## src/rtl/ecp5pll_phase_ctrl.sv

```systemverilog
// Dynamic phase-shift initiator for an ecp5pll: timed phasestep pulses, lock wait, phase tracking.
// Optional ECP5PLL_PHASE_LOADREG_EN adds a phaseloadreg pulse before the lock wait.
module ecp5pll_phase_ctrl #(
  parameter int SETUP_CYC   = 2,
  parameter int PULSE_CYC   = 4,
  parameter int GAP_CYC     = 4,
  parameter int COUNT_W     = 8,
  parameter int LOCK_CYC    = 16,
  parameter int TIMEOUT_CYC = 65535,
  parameter int PH_MOD0     = 40,
  parameter int PH_MOD1     = 40,
  parameter int PH_MOD2     = 40,
  parameter int PH_MOD3     = 40
) (
  input  logic               clk_i,
  input  logic               reset_n,
  input  logic               req_valid_i,
  output logic               req_ready_o,
  input  logic [1:0]         req_sel_i,
  input  logic               req_dir_i,
  input  logic [COUNT_W-1:0] req_count_i,
  output logic               done_o,
  output logic               err_o,
  output logic [39:0]        phase_o,
  output logic [1:0]         phasesel_o,
  output logic               phasedir_o,
  output logic               phasestep_o,
  output logic               phaseloadreg_o,
  input  logic               locked_i
);

  localparam int TMR_MAX = (SETUP_CYC > PULSE_CYC) ?
                           ((SETUP_CYC > GAP_CYC) ? SETUP_CYC : GAP_CYC) :
                           ((PULSE_CYC > GAP_CYC) ? PULSE_CYC : GAP_CYC);
  localparam int TMR_W  = $clog2(TMR_MAX + 1);
  localparam int LOCK_W = $clog2(LOCK_CYC + 1);
  localparam int TO_W   = $clog2(TIMEOUT_CYC + 1);

  typedef enum logic [2:0] {
    S_IDLE, S_SETUP, S_STEP, S_GAP, S_LOAD, S_LOAD_GAP, S_LOCKWAIT, S_DONE
  } state_t;

  state_t             state;
  logic [TMR_W-1:0]   tmr;
  logic [TMR_W-1:0]   tmr_end;
  logic [COUNT_W-1:0] remaining;
  logic [LOCK_W-1:0]  lock_cnt, lock_nxt;
  logic [TO_W-1:0]    to_cnt, to_nxt;
  logic [9:0]         ph_q [4];
  logic               lk_meta, lk_s;

  function automatic logic [9:0] ph_next(input logic [9:0] cur, input logic dir,
                                         input logic [1:0] sel);
    logic [9:0] top;
    case (sel)
      2'd0:    top = 10'(PH_MOD0 - 1);
      2'd1:    top = 10'(PH_MOD1 - 1);
      2'd2:    top = 10'(PH_MOD2 - 1);
      default: top = 10'(PH_MOD3 - 1);
    endcase
    if (dir) ph_next = (cur == '0) ? top : cur - 10'd1;
    else     ph_next = (cur == top) ? '0 : cur + 10'd1;
  endfunction

  assign phase_o = {ph_q[3], ph_q[2], ph_q[1], ph_q[0]};

  always_ff @(posedge clk_i or negedge reset_n) begin
    if (!reset_n) begin
      lk_meta <= 1'b0;
      lk_s    <= 1'b0;
    end else begin
      lk_meta <= locked_i;
      lk_s    <= lk_meta;
    end
  end

  always_comb begin
    tmr_end = '0;
    case (state)
      S_SETUP:            tmr_end = TMR_W'(SETUP_CYC - 1);
      S_STEP, S_LOAD:     tmr_end = TMR_W'(PULSE_CYC - 1);
      S_GAP, S_LOAD_GAP:  tmr_end = TMR_W'(GAP_CYC - 1);
      default:            tmr_end = '0;
    endcase
    lock_nxt = lk_s ? lock_cnt + 1'b1 : '0;
    to_nxt   = to_cnt + 1'b1;
  end

`ifndef ECP5PLL_PHASE_LOADREG_EN
  assign phaseloadreg_o = 1'b0;
`endif

  always_ff @(posedge clk_i or negedge reset_n) begin
    if (!reset_n) begin
      state       <= S_IDLE;
      req_ready_o <= 1'b1;
      done_o      <= 1'b0;
      err_o       <= 1'b0;
      phasesel_o  <= '0;
      phasedir_o  <= 1'b0;
      phasestep_o <= 1'b0;
`ifdef ECP5PLL_PHASE_LOADREG_EN
      phaseloadreg_o <= 1'b0;
`endif
      tmr         <= '0;
      remaining   <= '0;
      lock_cnt    <= '0;
      to_cnt      <= '0;
      for (int unsigned i = 0; i < 4; i++) ph_q[i] <= '0;
    end else begin
      done_o <= 1'b0;
      case (state)
        S_IDLE: begin
          if (req_valid_i) begin
            phasesel_o  <= req_sel_i;
            phasedir_o  <= req_dir_i;
            remaining   <= req_count_i;
            tmr         <= '0;
            req_ready_o <= 1'b0;
            state       <= S_SETUP;
          end
        end
        // SETUP and GAP both end by launching the next pulse or leaving the step loop
        S_SETUP, S_GAP: begin
          if (tmr == tmr_end) begin
            tmr <= '0;
            if (remaining != '0) begin
              phasestep_o <= 1'b1;
              state       <= S_STEP;
            end else begin
`ifdef ECP5PLL_PHASE_LOADREG_EN
              phaseloadreg_o <= 1'b1;
              state          <= S_LOAD;
`else
              lock_cnt <= '0;
              to_cnt   <= '0;
              state    <= S_LOCKWAIT;
`endif
            end
          end else begin
            tmr <= tmr + 1'b1;
          end
        end
        S_STEP: begin
          if (tmr == tmr_end) begin
            tmr              <= '0;
            phasestep_o      <= 1'b0;
            remaining        <= remaining - 1'b1;
            ph_q[phasesel_o] <= ph_next(ph_q[phasesel_o], phasedir_o, phasesel_o);
            state            <= S_GAP;
          end else begin
            tmr <= tmr + 1'b1;
          end
        end
`ifdef ECP5PLL_PHASE_LOADREG_EN
        S_LOAD: begin
          if (tmr == tmr_end) begin
            tmr            <= '0;
            phaseloadreg_o <= 1'b0;
            state          <= S_LOAD_GAP;
          end else begin
            tmr <= tmr + 1'b1;
          end
        end
        S_LOAD_GAP: begin
          if (tmr == tmr_end) begin
            tmr      <= '0;
            lock_cnt <= '0;
            to_cnt   <= '0;
            state    <= S_LOCKWAIT;
          end else begin
            tmr <= tmr + 1'b1;
          end
        end
`endif
        // lock is tested first so it wins a same-cycle race with the timeout
        S_LOCKWAIT: begin
          lock_cnt <= lock_nxt;
          to_cnt   <= to_nxt;
          if (lock_nxt == LOCK_W'(LOCK_CYC)) begin
            done_o <= 1'b1;
            err_o  <= 1'b0;
            state  <= S_DONE;
          end else if (to_nxt == TO_W'(TIMEOUT_CYC)) begin
            done_o <= 1'b1;
            err_o  <= 1'b1;
            state  <= S_DONE;
          end
        end
        S_DONE: begin
          req_ready_o <= 1'b1;
          state       <= S_IDLE;
        end
        default: begin
          req_ready_o <= 1'b1;
          state       <= S_IDLE;
        end
      endcase
    end
  end

endmodule

```

## config.mk

```make
export PLATFORM = sky130hd
export DESIGN_NAME = ecp5pll_phase_ctrl
export DESIGN_NICKNAME = d
export VERILOG_FILES = /design/src/rtl/ecp5pll_phase_ctrl.sv
export SDC_FILE = /design/constraint.sdc
export NUM_CORES = 1
export LEC_CHECK = 0
export CAP_MARGIN = 20
export CORE_MARGIN = 2
export CORE_UTILIZATION = 50
export CTS_CLUSTER_DIAMETER = 30
export DETAILED_ROUTE_END_ITERATION = 8
export PLACE_DENSITY = 0.74
export SYNTH_ARGS = -nofsm -noshare
export SYNTH_HDL_FRONTEND = slang
export SYNTH_SLANG_ARGS = --single-unit
```

## constraint.sdc

```tcl
create_clock -name clk_i -period 8 [get_ports clk_i]
set_input_delay 1.6 -clock clk_i [delete_from_list [all_inputs] [get_ports clk_i]]
set_output_delay 1.6 -clock clk_i [all_outputs]
set_load 0.02 [all_outputs]
```

==> impl_metrics.toml <==
[synthesis]
yosysSeqAreaShare_pct = 43.9
ys_types = 64
synth_area_um2 = 4790
ys_top_cells_by_count = "dfrtp_1, nand2_1, o21ai_0"
syn_inst = 479
ys_warn_count = 0
synth-edff-count = 0
synth_fp_nets = 502
synth_flop_cell = "dfrtp_1"
ys_seq_elements = 84
synthTopCellsByArea = "dfrtp_1, mux2_2, o21ai_0"
async_flop_share_pct = 100
syn_area_per_cell_um2 = 9.99
yosysTopAreaCell = "dfrtp_1"
post-synth-top-count-cell = "dfrtp_1"
synth_top_cell_area_share_pct = 43.4

[global_route]
met3_usage_pct = 3.42
grt_pass1_wl_um = 18600
grt_use_met1_pct = 31.1
track_usage_pct = 22.8
antenna_found_initial = 0
overflow = 0
top_usage_layer = "met2"
grt_max_degree = 85
grt_util_met2_pct = 37.2
grt_pass1_vias = 3781

[layout]
finish.utilization_pct = 61.6
num_antenna_cells = 0
fin_area_um2 = 5720
drive_above_1_share_pct = 15.8
area_growth_syn_to_layout_pct = 19.5
design.final.nets = 555

[sta]
min_period_over_period_pct = 46.2
setup_ws_ps = 4300
hold_viol = 0
fin_skew_ps = 10.5
fmax_mhz = 270
fin_tns_setup_ps = 0
worstMarginPinSlew_ps = 971
max-slew-margin-rel_pct = 35.3
slew_violations = 0
rsz0062_at_grt = "false"
period_needed_ps = 3700
setup_viol = 0

[clock_network]
cts_tree = "built"
hold_buffers = 0
cts_buffers = 9
clk_latency_ps = 360
cts_num_sinks = 84
cts_resized = 0
clockBufferDepth = 2
root_buffer = "clkbuf_8"
clk_pin_slew_worst_paths_ps = 90
cts_setup_buffers = 0
h-tree-depth = 3

[critical_path]
worstPathCellList = "clkdlybuf4s50_1"
crit_family = "flip-flops"
cp_slowest_cell = "dfrtp_1"
endpoint_kind = "primary output"
worst-setup-path-type = "reg -> out"
cp.required_ps = 6400
arrival_ps = 2100
slowest_delay_ps = 980
cp_max_fo = 22
worstPathBufferInverterCount = 1
critPathLaunchType = "flop"

[placed_design]
place_congestion = 0.872
dpl_worst_slack_ps = 4640
port_buffers = 61
dpl_cell_area_um2 = 5500
place_hpwl_um = 7600

[routing]
dr.pass1.iters = 4
num_vias = 3967
vias_per_cell = 5.96
drt_iter0_drc = 188
ant_nets = 0
wl_per_cell_um = 16.7
drc_errors = 0
drt_wl_total_um = 11100

[floorplanning]
dieHeight_um = 102
rows = 35
ios = 63
core-area_um2 = 9280
die_width_um = 102
die_area_um2 = 10400
start_util_pct = 51.6

[run_status]
status = "finished, final reports clean"

[power_and_ir_drop]
leakagePower_nw = 2.32
vdd_drop_max_uv = 70.1
powerDensity_nw_per_um2 = 128

[run]
max_cap_viol_count = 0

[hold_path]
hp-class = "reg -> reg"
per-stage QoR:
stage / cells / power (mW) / hold slack [ps]
after floorplan: 479 / 0.434 / 331
after global placement: 649 / 0.450 / 334
after detailed placement: 649 / 0.450 / 335
after CTS: 665 / 0.740 / 356
after global routing: 666 / 0.760 / 366
final: 666 / 0.731 / 355
layer usage:
| layer | routed length, um | vias up |
|---|---|---|
| li1 | - | 1873 |
| met1 | 5160 | 1965 |
| met2 | 5330 | 112 |
| met3 | 460 | 17 |
| met4 | 191 | 0 |
| met5 | 0 | - |
registers in the layout, indices dropped and copies added (netlist names), 2 cells and up:
register and cells:
lock_cnt 5, phase_o 40, phasesel_o 2, remaining 8
state 3, tmr 3, to_cnt 16
cell type report:
class,count,area [um^2]
clock buffers,11,151
clock inverters,5,36.3
fillers,796,3560
inverters,19,71.3
multi-input cells,352,2530
flip-flops and latches,84,2100
well taps,129,161
repair buffers,66,666
cell usage in the layout (no fill, tap or decap), types with 5 or more instances in the layout:
cell             synthesis  routed
dfrtp_1                 83      83
clkdlybuf4s50_1          0      60
nand2_1                 44      44
o21ai_0                 44      44
mux2_2                  39      39
nor2_1                  35      35
inv_1                   18      18
a21oi_1                 18      18
nand3_1                 17      17
clkbuf_8                 0      11
o22ai_1                 10      10
mux4_2                   9       9
nor3_1                   9       9
nand4_1                  9       9
a31oi_1                  8       8
xnor2_1                  8       8
ha_1                     8       8
xor2_1                   7       7
nand2b_1                 6       6
mux2i_1                  6       6
and3_1                   5       5
and2_1                   5       5
nor4_2                   2       5
buf_4                    1       5
final timing paths:
kind	slack [ps]	from	cells past startpoint	to
max in group asynchronous	6240	reset_n	2	phase_o[38]$_DFFE_PN0P_
min reg2reg	350	lk_meta$_DFF_PN0_	0	lk_s$_DFF_PN0_
min	350	lk_meta$_DFF_PN0_	0	lk_s$_DFF_PN0_
max	4300	phasesel_o[0]$_DFFE_PN0P_	1	phasesel_o[0]
max reg2reg	4680	phasesel_o[0]$_DFFE_PN0P_	6	phase_o[17]$_DFFE_PN0P_
min in group asynchronous	1170	reset_n	1	to_cnt[11]$_DFFE_PN0P_
cell families after synthesis:
kind of cell	count (synthesis)	share of synthesized area (%)
buffers and inverters	43	3.74
AOI/OAI and AO/OA	115	15.4
and+or+nand+nor	158	16.8
other	1	0.0783
adders and majority gates	8	2.09
muxes	55	15.2
xor gates and xnor gates	15	2.74
DFF	84	43.9
report_power, final:
group          internal, mW  switching (mW)  total (mW)  leakage, nW
logic               0.00734          0.0100      0.0173         1.11
registers             0.425        0.000342       0.425         1.12
clock network         0.130           0.159       0.289       0.0876
(Power assumes the default switching activity.)
